## config.mk

```make
export PLATFORM = sky130hd
export DESIGN_NAME = sram_mem_controller
export DESIGN_NICKNAME = d
export VERILOG_FILES = /design/src/rtl/sram_ctrl_pkg.sv /design/src/rtl/sram_phase_timer.sv /design/src/rtl/sram_mem_controller.sv
export SDC_FILE = /design/constraint.sdc
export NUM_CORES = 1
export LEC_CHECK = 0
export BUFFER_PORTS_ARGS = -buffer_cell sky130_fd_sc_hd__buf_2
export CAP_MARGIN = 20
export CELL_PAD_IN_SITES_DETAIL_PLACEMENT = 0
export CELL_PAD_IN_SITES_GLOBAL_PLACEMENT = 2
export CORE_ASPECT_RATIO = 1.4
export CORE_MARGIN = 3
export CORE_UTILIZATION = 25
export CTS_BUF_LIST = sky130_fd_sc_hd__clkbuf_16
export DETAILED_ROUTE_END_ITERATION = 8
export GPL_TIMING_DRIVEN = 1
export PLACE_DENSITY_LB_ADDON = 0.1
export SLEW_MARGIN = 20
export SYNTH_ARGS = -nofsm -noshare
export SYNTH_HDL_FRONTEND = slang
export SYNTH_SLANG_ARGS = --single-unit
```

## constraint.sdc

```tcl
create_clock -name clk -period 1.9 [get_ports clk]
set_input_delay 0.285 -clock clk [delete_from_list [all_inputs] [get_ports clk]]
set_output_delay 0.285 -clock clk [all_outputs]
set_load 0.005 [all_outputs]
```

## src/rtl/sram_ctrl_pkg.sv

```systemverilog
// rtl/sram_ctrl_pkg.sv - shared types and defaults for the SRAM memory controller
package sram_ctrl_pkg;
  typedef enum logic [1:0] {IDLE = 2'd0, LOW = 2'd1, HIGH = 2'd2, DONE = 2'd3} state_e;
  typedef enum logic {OP_RD = 1'b0, OP_WR = 1'b1} op_e;

  localparam int DEFAULT_WAIT_CYCLES = 1;
  localparam int DEFAULT_BASE_ADDR   = 1024;
  localparam int DEFAULT_SRAM_AW     = 18;
endpackage

```

## src/rtl/sram_phase_timer.sv

```systemverilog
// rtl/sram_phase_timer.sv - loadable down-counter timing one halfword SRAM phase
module sram_phase_timer (
  input  logic       clk,
  input  logic       rst_n,
  input  logic       start,
  input  logic [3:0] load_val,
  output logic       last
);
  logic [3:0] count_q, count_d;

  always_comb begin
    count_d = count_q;
    if (start) begin
      count_d = load_val;
    end else if (count_q != 4'd0) begin
      count_d = count_q - 4'd1;
    end
  end

  always_ff @(posedge clk or negedge rst_n) begin
    if (!rst_n) count_q <= 4'd0;
    else        count_q <= count_d;
  end

  assign last = (count_q == 4'd0);
endmodule

```

## src/rtl/sram_mem_controller.sv

```systemverilog
// rtl/sram_mem_controller.sv - 32-bit load/store onto a 16-bit async SRAM as two halfword phases
// Optional access counters: SRAM_CTRL_ACCESS_COUNT_EN
module sram_mem_controller
  import sram_ctrl_pkg::*;
#(
  parameter int WAIT_CYCLES = DEFAULT_WAIT_CYCLES,
  parameter int BASE_ADDR   = DEFAULT_BASE_ADDR,
  parameter int SRAM_AW     = DEFAULT_SRAM_AW
) (
  input  logic               clk,
  input  logic               rst,
  input  logic               rd_en,
  input  logic               wr_en,
  input  logic [31:0]        address,
  input  logic [31:0]        write_data,
  output logic [31:0]        read_data,
  output logic               ready,
  output logic [SRAM_AW-1:0] sram_addr,
  output logic [15:0]        sram_dq_out,
  output logic               sram_dq_oe,
  input  logic [15:0]        sram_dq_in,
  output logic               sram_we_n
`ifdef SRAM_CTRL_ACCESS_COUNT_EN
  ,
  output logic [15:0]        rd_count,
  output logic [15:0]        wr_count
`endif
);
  localparam int WW = SRAM_AW - 1;

  state_e             state_q, state_d;
  op_e                op_q, op_d;
  logic [WW-1:0]      word_q, word_d;
  logic [15:0]        wdata_hi_q, wdata_hi_d;
  logic [31:0]        read_data_q, read_data_d;
  logic [SRAM_AW-1:0] sram_addr_q, sram_addr_d;
  logic [15:0]        dq_out_q, dq_out_d;
  logic               oe_q, oe_d;
  logic               we_n_q, we_n_d;
  logic               req, timer_start, phase_last;
  logic [31:0]        offset;
  logic               unused_offset_bits;

  assign req    = rd_en | wr_en;
  assign offset = address - 32'(BASE_ADDR);
  // Out-of-range addresses simply wrap: the discarded upper bits are ignored.
  assign unused_offset_bits = ^{offset[31:SRAM_AW+1], offset[1:0]};

  sram_phase_timer u_timer (
    .clk      (clk),
    .rst_n    (rst),
    .start    (timer_start),
    .load_val (4'(WAIT_CYCLES)),
    .last     (phase_last)
  );

  always_comb begin
    state_d     = state_q;
    op_d        = op_q;
    word_d      = word_q;
    wdata_hi_d  = wdata_hi_q;
    read_data_d = read_data_q;
    sram_addr_d = sram_addr_q;
    dq_out_d    = dq_out_q;
    oe_d        = oe_q;
    we_n_d      = we_n_q;
    timer_start = 1'b0;
    unique case (state_q)
      IDLE: if (req) begin
        op_d        = wr_en ? OP_WR : OP_RD;
        word_d      = offset[SRAM_AW:2];
        wdata_hi_d  = write_data[31:16];
        sram_addr_d = {offset[SRAM_AW:2], 1'b0};
        if (wr_en) dq_out_d = write_data[15:0];
        oe_d        = wr_en;
        we_n_d      = ~wr_en;
        timer_start = 1'b1;
        state_d     = LOW;
      end
      LOW: if (phase_last) begin
        if (op_q == OP_RD) read_data_d[15:0] = sram_dq_in;
        if (op_q == OP_WR) dq_out_d = wdata_hi_q;
        sram_addr_d = {word_q, 1'b1};
        timer_start = 1'b1;
        state_d     = HIGH;
      end
      HIGH: if (phase_last) begin
        if (op_q == OP_RD) read_data_d[31:16] = sram_dq_in;
        oe_d    = 1'b0;
        we_n_d  = 1'b1;
        state_d = DONE;
      end
      DONE:    state_d = IDLE;
      default: state_d = IDLE;
    endcase
  end

  always_ff @(posedge clk or negedge rst) begin
    if (!rst) begin
      state_q     <= IDLE;
      op_q        <= OP_RD;
      word_q      <= '0;
      wdata_hi_q  <= 16'h0;
      read_data_q <= 32'h0;
      sram_addr_q <= '0;
      dq_out_q    <= 16'h0;
      oe_q        <= 1'b0;
      we_n_q      <= 1'b1;
    end else begin
      state_q     <= state_d;
      op_q        <= op_d;
      word_q      <= word_d;
      wdata_hi_q  <= wdata_hi_d;
      read_data_q <= read_data_d;
      sram_addr_q <= sram_addr_d;
      dq_out_q    <= dq_out_d;
      oe_q        <= oe_d;
      we_n_q      <= we_n_d;
    end
  end

  assign ready       = (state_q == DONE) | ((state_q == IDLE) & ~req);
  assign read_data   = read_data_q;
  assign sram_addr   = sram_addr_q;
  assign sram_dq_out = dq_out_q;
  assign sram_dq_oe  = oe_q;
  assign sram_we_n   = we_n_q;

`ifdef SRAM_CTRL_ACCESS_COUNT_EN
  logic [15:0] rd_count_q, rd_count_d, wr_count_q, wr_count_d;

  always_comb begin
    rd_count_d = rd_count_q;
    wr_count_d = wr_count_q;
    if (state_q == DONE) begin
      if (op_q == OP_WR) begin
        if (wr_count_q != 16'hFFFF) wr_count_d = wr_count_q + 16'd1;
      end else begin
        if (rd_count_q != 16'hFFFF) rd_count_d = rd_count_q + 16'd1;
      end
    end
  end

  always_ff @(posedge clk or negedge rst) begin
    if (!rst) begin
      rd_count_q <= 16'h0;
      wr_count_q <= 16'h0;
    end else begin
      rd_count_q <= rd_count_d;
      wr_count_q <= wr_count_d;
    end
  end

  assign rd_count = rd_count_q;
  assign wr_count = wr_count_q;
`endif
endmodule

```

==> impl_metrics.env, run 1 <==
export IMPL_hold_path_class="in -> reg"
export IMPL_status="finished clean"
export IMPL_slowest_delay_ns=0.42
export IMPL_wl_per_cell_um=15.1
export IMPL_p_per_area_nw_per_um2=1750
export IMPL_whs_path_depth=3
export IMPL_layout_nets=685
export IMPL_clkSinkCount=108
export IMPL_critPathKind="reg -> reg"
export IMPL_hold_viol=0
export IMPL_synthCells=437
export IMPL_r2r_start="u_timer.count_q[1]$_DFFE_PN0P_"
export IMPL_synthFlopType="dfrtp_1"
export IMPL_syn_avg_cell_area_sq_um=10.7
export IMPL_final_antenna_net_count=0
export IMPL_path_cells="inv_2 > ha_4 > or3b_4 > nor3_4 > buf_12 > mux2_2"
export IMPL_min_to="wdata_hi_q[3]$_DFFE_PN0P_"
export IMPL_power_mw=11.1
export IMPL_max_cap_viol_count=0
export IMPL_htree_num_levels=3
export IMPL_p_leak_nw=3.07
export IMPL_crit_buf_inv=2
export IMPL_synth_area_sq_um=4680
export IMPL_worst_pin_slew_ns=0.619
export IMPL_clkSlewWorstSetupHoldPaths_ns=0.08
export IMPL_cp_top_family="simple AND/OR/NAND/NOR gates"
export IMPL_vias_per_cell=4.34
export IMPL_min_from="write_data[19]"
export IMPL_finalSetupViolations=0
export IMPL_io_buffers=137
export IMPL_maxSlewViolCount=0
export IMPL_end_kind="flop"
export IMPL_yosys_warnings=0
export IMPL_drive_above_1_share=0.410
export IMPL_cp_max_fo=16
export IMPL_grt_overflow=0
export IMPL_synth_edff_count=0
export IMPL_rows=58
export IMPL_gp_congestion=0.716
export IMPL_fmax_mhz=534
export IMPL_preCtsSetupSlack_ns=-0.0606
export IMPL_dp_hpwl_um=8640
export IMPL_grt_pass1_vias=3816
export IMPL_final_core_util=0.349
export IMPL_final_min_clock_period_ns=1.87
export IMPL_tritoncts="done"
export IMPL_arrival_ns=2.11
export IMPL_clock_path_buffers=2
export IMPL_num_vias=3633
export IMPL_syn_num_nets=529
export IMPL_die_w_um=122
export IMPL_antenna_cells=0
export IMPL_setup_ws_ns=0.0272
export IMPL_cp_start_kind="flop"
export IMPL_clock_latency_ns=0.35
export IMPL_core_area_sq_um=18100
export IMPL_rsz0062_at_grt="yes"
export IMPL_clockRootBuffer="clkbuf_16"
export IMPL_async_flop_share=1.00
export IMPL_worstPathRequired_ns=2.13
export IMPL_period_share=0.986
export IMPL_cts_buffers=9
export IMPL_drt_initial_drc_count=126
export IMPL_grt_pass1_wl_um=19900
export IMPL_ir_worst_vdd_uv=562
export IMPL_dieHeight_um=168
export IMPL_r2r_setup_slack_ns=0.03
export IMPL_r2r_end="read_data[3]$_DFFE_PN0P_"
export IMPL_start_util=0.258
export IMPL_maxSlewHeadroom=0.586
export IMPL_grt_total_usage=0.125
export IMPL_ys_seq_area_frac=0.577
export IMPL_grt_antenna_before_repair=0
export IMPL_yosysUniqueCellTypes=41
export IMPL_routed_wl_um=12600
export IMPL_fin_skew_ns=0.00850
export IMPL_remaining_drc_errors=0
export IMPL_ys_ff_latch=108
export IMPL_die_area_sq_um=20400
export IMPL_grt_max_degree=63
export IMPL_io_pin_count=153
export IMPL_critPathSlowestCell="or3b_4"
export IMPL_area_growth_pct=35.3
export IMPL_drt_pass1_iterations=4
export IMPL_worst_r2r_cell_count=6
## through the flow
stage               TNS, ns  instance area, sq um  hold slack (ns)  std cells
floorplan            -0.928                  4710          -0.0106        437
global placement     -0.891                  5910            0.102        816
detailed placement    -1.40                  5910            0.102        816
CTS                       0                  6220            0.102        833
global route         -0.884                  6340            0.122        838
finish                    0                  6340            0.118        838
## worst max path at each step
| stage | start | end | slack [ns] | depth (start not counted) |
|---|---|---|---|---|
| after floorplan | u_timer.count_q[0]$_DFFE_PN0P_ | read_data[10]$_DFFE_PN0P_ | -0.09 | 7 |
| after CTS | state_q[1]$_DFFE_PN0P_ | ready | 0.008 | 5 |
| final | u_timer.count_q[1]$_DFFE_PN0P_ | read_data[3]$_DFFE_PN0P_ | 0.03 | 6 |
| after detailed placement | u_timer.count_q[1]$_DFFE_PN0P_ | sram_addr[17]$_DFFE_PN0P_ | -0.06 | 7 |
| after global placement | u_timer.count_q[1]$_DFFE_PN0P_ | sram_addr[17]$_DFFE_PN0P_ | -0.04 | 7 |
| after global routing | u_timer.count_q[1]$_DFFE_PN0P_ | read_data[1]$_DFFE_PN0P_ | -0.06 | 6 |
## cells by family (layout without fill, tap and decap cells)
kind of cell / Yosys count / after routing / share of synthesized area
AOI/OAI and AO/OA: 63 / 63 / 0.0756
adders and majority gates: 8 / 8 / 0.0214
xor gates and xnor gates: 8 / 8 / 0.0150
muxes: 59 / 59 / 0.136
DFF: 108 / 108 / 0.577
buffers and inverters: 31 / 192 / 0.0294
and+or+nand+nor: 160 / 160 / 0.146
## sequential cells by signal, indices dropped and copies added (netlist names)
register,count
sram_dq_oe,1
sram_addr,18
sram_we_n,1
state_q,2
wdata_hi_q,16
read_data,32
sram_dq_out,16
word_q,17
u_timer.count_q,4
op_q,1
## tightest hold or removal path, delay by kind of cell
kind	cells	cell delay, ns
buffers and inverters	1	0.08
AND/OR/NAND/NOR	2	0.08
## synth_stat cells (2+ instances only)
| cell | instances | area share |
|---|---|---|
| nor4_1 | 2 | 0.0027 |
| ha_1 | 8 | 0.021 |
| buf_6 | 2 | 0.0048 |
| xor2_1 | 3 | 0.0056 |
| nand2b_1 | 2 | 0.0027 |
| mux2i_1 | 26 | 0.056 |
| mux2_2 | 32 | 0.077 |
| inv_1 | 8 | 0.0064 |
| nor2_1 | 28 | 0.022 |
| o21ai_1 | 11 | 0.012 |
| nor3_1 | 4 | 0.0043 |
| buf_2 | 2 | 0.0021 |
| o211ai_1 | 4 | 0.0064 |
| nand2_1 | 106 | 0.085 |
| a21oi_1 | 25 | 0.027 |
| dfrtp_1 | 107 | 0.57 |
| nor3b_1 | 4 | 0.0064 |
| a211oi_1 | 3 | 0.0048 |
| nand4_1 | 4 | 0.0053 |
| clkbuf_1 | 17 | 0.014 |
| o21ai_0 | 13 | 0.014 |
| xnor2_1 | 5 | 0.0094 |
| nor2b_1 | 3 | 0.0040 |
## cells in the final DEF, fill, tap and decap left out, types with 2 or more instances in the layout
cell and n:
clkinvlp_4 3, nand2_2 11, o21ai_1 11, xor2_1 3, clkbuf_16 11, ha_1 5, inv_1 5, nor3b_1 3
mux2_2 32, nor2b_1 2, inv_2 3, buf_4 18, nor2_1 28, ha_2 2, inv_6 3, nor3_1 4
o21ai_0 11, buf_2 136, a21oi_1 25, buf_12 9, a211oi_1 2, nand4_1 4, buf_6 2, mux2i_1 26
dfrtp_1 107, xnor2_1 5, o211ai_1 4, nor4_1 2, nand2_1 96, nand2b_1 2
## repair_timing
action / 4_1_cts / 5_1_grt
endpoints found under the hold margin: 82 / 0
pin swaps: 0 / 7
setup endpoints to repair: 35 / 26
setup buffers: 0 / 2
resized for setup: 5 / 17
cloned: 0 / 3
hold buffers: 1 / 0
## final cells by class
class,count,area [sq um]
clock inverters,7,57.6
inverters,8,30.0
multi-input cells,298,1940
repair buffers,168,1080
well taps,240,300
fillers,1912,11800
clock buffers,9,225
flip-flops and latches,108,2700
## routing by layer
metal | vias up | wire length, um | global-route usage
met3 | 13 | 857 | 0.0333
met4 | 0 | 227 | 0.0541
met5 | - | 0 | 0
li1 | 1784 | - | -
met1 | 1733 | 5420 | 0.153
met2 | 103 | 6130 | 0.206
## power breakdown
| part | internal, mW | switching [mW] | total [mW] | leakage [nW] |
|---|---|---|---|---|
| logic | 2.60 | 2.62 | 5.21 | 1.63 |
| clock network | 0.907 | 0.920 | 1.83 | 0.129 |
| registers | 3.47 | 0.595 | 4.07 | 1.31 |
No activity file was read; power rests on OpenSTA's default activity.
==> run 2: changes to the inputs <==
--- a/config.mk
+++ b/config.mk
@@ -16,6 +16,7 @@
 export DETAILED_ROUTE_END_ITERATION = 8
 export GPL_TIMING_DRIVEN = 1
 export PLACE_DENSITY_LB_ADDON = 0.1
+export SETUP_SLACK_MARGIN = 0.3
 export SLEW_MARGIN = 20
 export SYNTH_ARGS = -nofsm -noshare
 export SYNTH_HDL_FRONTEND = slang
==> impl_metrics.env, run 2 (same netlist as run 1, synthesis figures left out) <==
export IMPL_status="finished clean"
export IMPL_cp_max_fo=16
export IMPL_arrival_ns=2.12
export IMPL_p_leak_nw=3.27
export IMPL_final_antenna_net_count=0
export IMPL_worstPathRequired_ns=2.14
export IMPL_io_buffers=137
export IMPL_n_fill_cell=1851
export IMPL_core_area_sq_um=18100
export IMPL_hold_path_class="in -> reg"
export IMPL_maxSlewHeadroom=0.721
export IMPL_finalSetupViolations=0
export IMPL_area_growth_pct=44.2
export IMPL_worst_hold_slack_ns=0.117
export IMPL_worst_pin_slew_ns=0.418
export IMPL_tritoncts="done"
export IMPL_vias_per_cell=4.44
export IMPL_remaining_drc_errors=0
export IMPL_clock_latency_ns=0.36
export IMPL_grt_overflow=0
export IMPL_die_area_sq_um=20400
export IMPL_critPathKind="reg -> reg"
export IMPL_drt_pass1_iterations=4
export IMPL_final_area_sq_um=6750
export IMPL_rsz0062_at_grt="yes"
export IMPL_clockRootBuffer="clkbuf_16"
export IMPL_path_cells="inv_2 > ha_4 > or3b_4 > nor3_4 > buf_12 > mux2_2"
export IMPL_dp_hpwl_um=8840
export IMPL_period_share=0.991
export IMPL_crit_buf_inv=2
export IMPL_fin_skew_ns=0.00909
export IMPL_layout_common_cells="buf_2, dfrtp_1, nand2_1"
export IMPL_clkSinkCount=108
export IMPL_routed_wl_um=13900
export IMPL_gp_congestion=0.726
export IMPL_rows=58
export IMPL_largest_reg_flops=32
export IMPL_wl_per_cell_um=16.2
export IMPL_grt_total_usage=0.130
export IMPL_cts_buffers=9
export IMPL_end_kind="flop"
export IMPL_max_cap_viol_count=0
export IMPL_critPathSlowestCell="or3b_4"
export IMPL_maxSlewViolCount=0
export IMPL_drt_initial_drc_count=140
export IMPL_grt_antenna_before_repair=0
export IMPL_cp_top_family="simple AND/OR/NAND/NOR gates"
export IMPL_ir_worst_vdd_uv=702
export IMPL_num_vias=3820
export IMPL_final_common_cell="buf_2"
export IMPL_power_mw=12.4
export IMPL_fmax_mhz=531
export IMPL_place_area_sq_um=5940
export IMPL_grt_max_degree=41
export IMPL_clock_path_buffers=2
export IMPL_final_min_clock_period_ns=1.88
export IMPL_setup_tns_ns=0
export IMPL_grt_pass1_vias=3941
export IMPL_htree_num_levels=3
export IMPL_die_w_um=122
export IMPL_slowest_delay_ns=0.42
export IMPL_start_util=0.258
export IMPL_p_per_area_nw_per_um2=1840
export IMPL_grt_pass1_wl_um=20800
export IMPL_cp_start_kind="flop"
export IMPL_clkSlewWorstSetupHoldPaths_ns=0.08
export IMPL_hold_viol=0
export IMPL_dieHeight_um=168
export IMPL_antenna_cells=0
export IMPL_drive_above_1_share=0.456
export IMPL_layout_nets=707
export IMPL_io_pin_count=153
-- run 2: changes by cell type in the layout (fill, tap and decap cells not counted), moves of 2 or more --
cell / change
buf_4: +12
o21ai_2: +8
nand2_1: -6
nand2_4: +6
buf_6: +5
clkinvlp_4: -3
o21ai_0: -3
o21ai_1: -3
clkbuf_16: +2
clkinv_4: +2
ha_2: -2
ha_4: +2
-- run 2: final timing paths --
kind	slack, ns	to	depth (start not counted)	from
setup reg to reg	0.02	read_data[5]$_DFFE_PN0P_	6	u_timer.count_q[1]$_DFFE_PN0P_
min in group asynchronous	0.40	sram_dq_oe$_DFFE_PN0P_	2	rst
hold reg to reg	0.48	wdata_hi_q[2]$_DFFE_PN0P_	2	wdata_hi_q[2]$_DFFE_PN0P_
max in group asynchronous	0.90	wdata_hi_q[15]$_DFFE_PN0P_	3	rst
setup / recovery	0.02	read_data[5]$_DFFE_PN0P_	6	u_timer.count_q[1]$_DFFE_PN0P_
hold / removal	0.12	wdata_hi_q[1]$_DFFE_PN0P_	3	write_data[17]
-- run 2: per-stage QoR --
step,setup slack (ns),utilization,std cells
2_1_floorplan,-0.0914,-,437
3_3_place_gp,-0.0532,0.327,820
3_5_place_dp,-0.0679,0.327,820
4_1_cts,0.0101,0.355,844
5_1_grt,-0.0419,0.372,860
6_report,0.0167,0.372,860
-- run 2: area by class of cell --
| cell class | instances | area, sq um | share of cell area |
|---|---|---|---|
| Clock buffer | 9 | 225 | 0.0334 |
| Clock inverter | 7 | 82.6 | 0.0122 |
| Inverter | 8 | 30.0 | 0.00445 |
| Multi-Input combinational cell | 300 | 2090 | 0.310 |
| Sequential cell | 108 | 2700 | 0.400 |
| Tap cell | 240 | 300 | 0.0445 |
| Timing Repair Buffer | 188 | 1320 | 0.195 |
-- run 2: where the power goes --
part / switching, mW / leakage (nW) / total [mW] / internal [mW]
sequential: 0.638 / 1.31 / 4.11 / 3.47
clock: 0.934 / 0.151 / 1.98 / 1.05
combinational: 3.07 / 1.81 / 6.33 / 3.27
-- run 2: metal layers --
metal,up-vias,global-route usage,part of all wire
met1,1867,0.157,0.43
li1,1831,-,-
met4,0,0.0419,0.012
met3,12,0.0346,0.056
met5,-,0,0
met2,110,0.223,0.51
-- run 2: timing repair --
item | in CTS | in global routing
hold buffers | 1 | 0
gates cloned | 1 | 7
resized for setup | 24 | 35
endpoints found under the hold margin | 22 | 0
setup endpoints to repair | 93 | 92
pin swaps | 3 | 9
setup buffers | 6 | 9
-- run 2: worst min-delay path, cell delays in order --
cell and delay (ns):
buf_2 0.07, nand2_1 0.04, nand2_1 0.04
==> run 3: changes to the inputs <==
--- a/config.mk
+++ b/config.mk
@@ -9,7 +9,6 @@
 export CAP_MARGIN = 20
 export CELL_PAD_IN_SITES_DETAIL_PLACEMENT = 0
 export CELL_PAD_IN_SITES_GLOBAL_PLACEMENT = 2
-export CORE_ASPECT_RATIO = 1.4
 export CORE_MARGIN = 3
 export CORE_UTILIZATION = 25
 export CTS_BUF_LIST = sky130_fd_sc_hd__clkbuf_16
==> impl_metrics.env, run 3 (same netlist as run 1, synthesis figures left out) <==
export IMPL_drt_pass1_iterations=5
export IMPL_fin_skew_ns=0.0108
export IMPL_io_pin_count=153
export IMPL_hold_viol=0
export IMPL_swShare=0.395
export IMPL_grt_overflow=0
export IMPL_clkSinkCount=108
export IMPL_final_common_cell="buf_2"
export IMPL_antenna_cells=0
export IMPL_p_leak_nw=3.33
export IMPL_wl_per_cell_um=17.2
export IMPL_critPathKind="reg -> reg"
export IMPL_maxSlewHeadroom=0.706
export IMPL_cp_max_fo=16
export IMPL_status="finished clean"
export IMPL_tritoncts="done"
export IMPL_end_kind="flop"
export IMPL_io_buffers=137
export IMPL_grt_pass1_vias=3784
export IMPL_grt_total_usage=0.130
export IMPL_dp_hpwl_um=8730
export IMPL_grt_max_degree=46
export IMPL_clock_path_buffers=2
export IMPL_clockPowerShare=0.139
export IMPL_cts_buffers=9
export IMPL_power_mw=13.2
export IMPL_rsz0062_at_grt="yes"
export IMPL_max_cap_viol_count=0
export IMPL_worstPathRequired_ns=2.14
export IMPL_area_growth_pct=51.1
export IMPL_routed_wl_um=14600
export IMPL_ir_worst_vdd_uv=588
export IMPL_period_share=0.986
export IMPL_vias_per_cell=4.55
export IMPL_maxSlewViolCount=0
export IMPL_layout_nets=706
export IMPL_cp_start_kind="flop"
export IMPL_layout_common_cells="buf_2, dfrtp_1, nand2_1"
export IMPL_pwr_share_seq=0.317
export IMPL_internal_power_mw=7.96
export IMPL_place_area_sq_um=5890
export IMPL_dieHeight_um=143
export IMPL_core_area_sq_um=18200
export IMPL_worst_pin_slew_ns=0.438
export IMPL_remaining_drc_errors=0
export IMPL_drt_initial_drc_count=124
export IMPL_final_instance_count_excl_fill=848
export IMPL_die_area_sq_um=20400
export IMPL_grt_pass1_wl_um=20500
export IMPL_rows=49
export IMPL_fmax_mhz=534
export IMPL_start_util=0.257
export IMPL_clkSlewWorstSetupHoldPaths_ns=0.08
export IMPL_largest_reg_flops=32
export IMPL_grt_antenna_before_repair=1
export IMPL_arrival_ns=2.12
export IMPL_power_switching_mw=5.19
export IMPL_num_vias=3861
export IMPL_final_core_util=0.389
export IMPL_final_area_sq_um=7080
export IMPL_hold_path_class="in -> reg"
export IMPL_die_w_um=143
export IMPL_p_per_area_nw_per_um2=1860
export IMPL_placedCellCount=808
export IMPL_clockRootBuffer="clkbuf_16"
export IMPL_finalSetupViolations=0
export IMPL_final_antenna_net_count=0
export IMPL_final_min_clock_period_ns=1.87
export IMPL_drive_above_1_share=0.565
export IMPL_combPwrFrac=0.544
export IMPL_gp_congestion=0.701
export IMPL_clock_latency_ns=0.36
export IMPL_htree_num_levels=3
## run 3: cell count changes in the layout (fill, tap and decap cells not counted), moves of 10 or more
cell and delta:
nor2_4 +18, buf_4 -10, nand2_2 +28, nand2_1 -30, nor2_1 -19, a21oi_2 +17
a21oi_1 -17
## run 3: final timing paths
check                      cells past startpoint                          to                           start  slack [ns]
setup / recovery                               6    read_data[7]$_DFFE_PN0P_  u_timer.count_q[1]$_DFFE_PN0P_        0.03
setup reg to reg                               6    read_data[7]$_DFFE_PN0P_  u_timer.count_q[1]$_DFFE_PN0P_        0.03
max in group asynchronous                      3       sram_we_n$_DFFE_PN1P_                             rst        0.85
hold reg to reg                                2       word_q[6]$_DFFE_PN0P_           word_q[6]$_DFFE_PN0P_        0.47
min in group asynchronous                      2    read_data[1]$_DFFE_PN0P_                             rst        0.40
hold / removal                                 3  wdata_hi_q[11]$_DFFE_PN0P_                  write_data[27]        0.12
## run 3: power by group through the flow
| stage | Clock, mW | Combinational (mW) | Sequential [mW] |
|---|---|---|---|
| floorplan | 0 | 2.84 | 4.11 |
| global placement | 0 | 4.82 | 4.07 |
| detailed placement | 0 | 4.91 | 4.09 |
| CTS | 1.92 | 5.29 | 4.06 |
| global route | 2.00 | 7.84 | 4.34 |
| finish | 1.83 | 7.15 | 4.17 |
## run 3: what timing repair did
item	CTS	global route
endpoints found under the hold margin	28	0
resized for setup	26	142
gates cloned	2	6
pin swaps	2	46
setup buffers	6	9
hold buffers	1	0
endpoints found under the setup margin	89	104
## run 3: final cells by class
class	count	area, sq um
Fill cell	1834	11100
Clock inverter	7	53.8
Clock buffer	9	225
Tap cell	229	287
Timing Repair Buffer	187	1350
Sequential cell	108	2700
Inverter	8	33.8
Multi-Input combinational cell	300	2430
## run 3: routing by layer
layer,up-vias,wire [um],GRT usage
met5,-,7,0
met1,1917,6700,0.172
li1,1835,-,-
met4,2,193,0.0480
met3,15,661,0.0325
met2,92,6990,0.205
## run 3: stage by stage
stage / setup WS (ns) / TNS (ns) / hold slack, ns
floorplan: -0.0914 / -0.945 / -0.0106
global placement: -0.0825 / -1.09 / 0.249
detailed placement: -0.101 / -1.64 / 0.259
CTS: 0.0150 / 0 / 0.0970
global route: -0.0411 / -0.631 / 0.117
finish: 0.0267 / 0 / 0.121
## run 3: critical path, cell delays in order (launching register included)
cell     delay, ns
dfrtp_1       0.39
inv_2         0.08
ha_4          0.13
or3b_4        0.42
nor3_4        0.21
buf_12        0.18
mux2_2        0.34
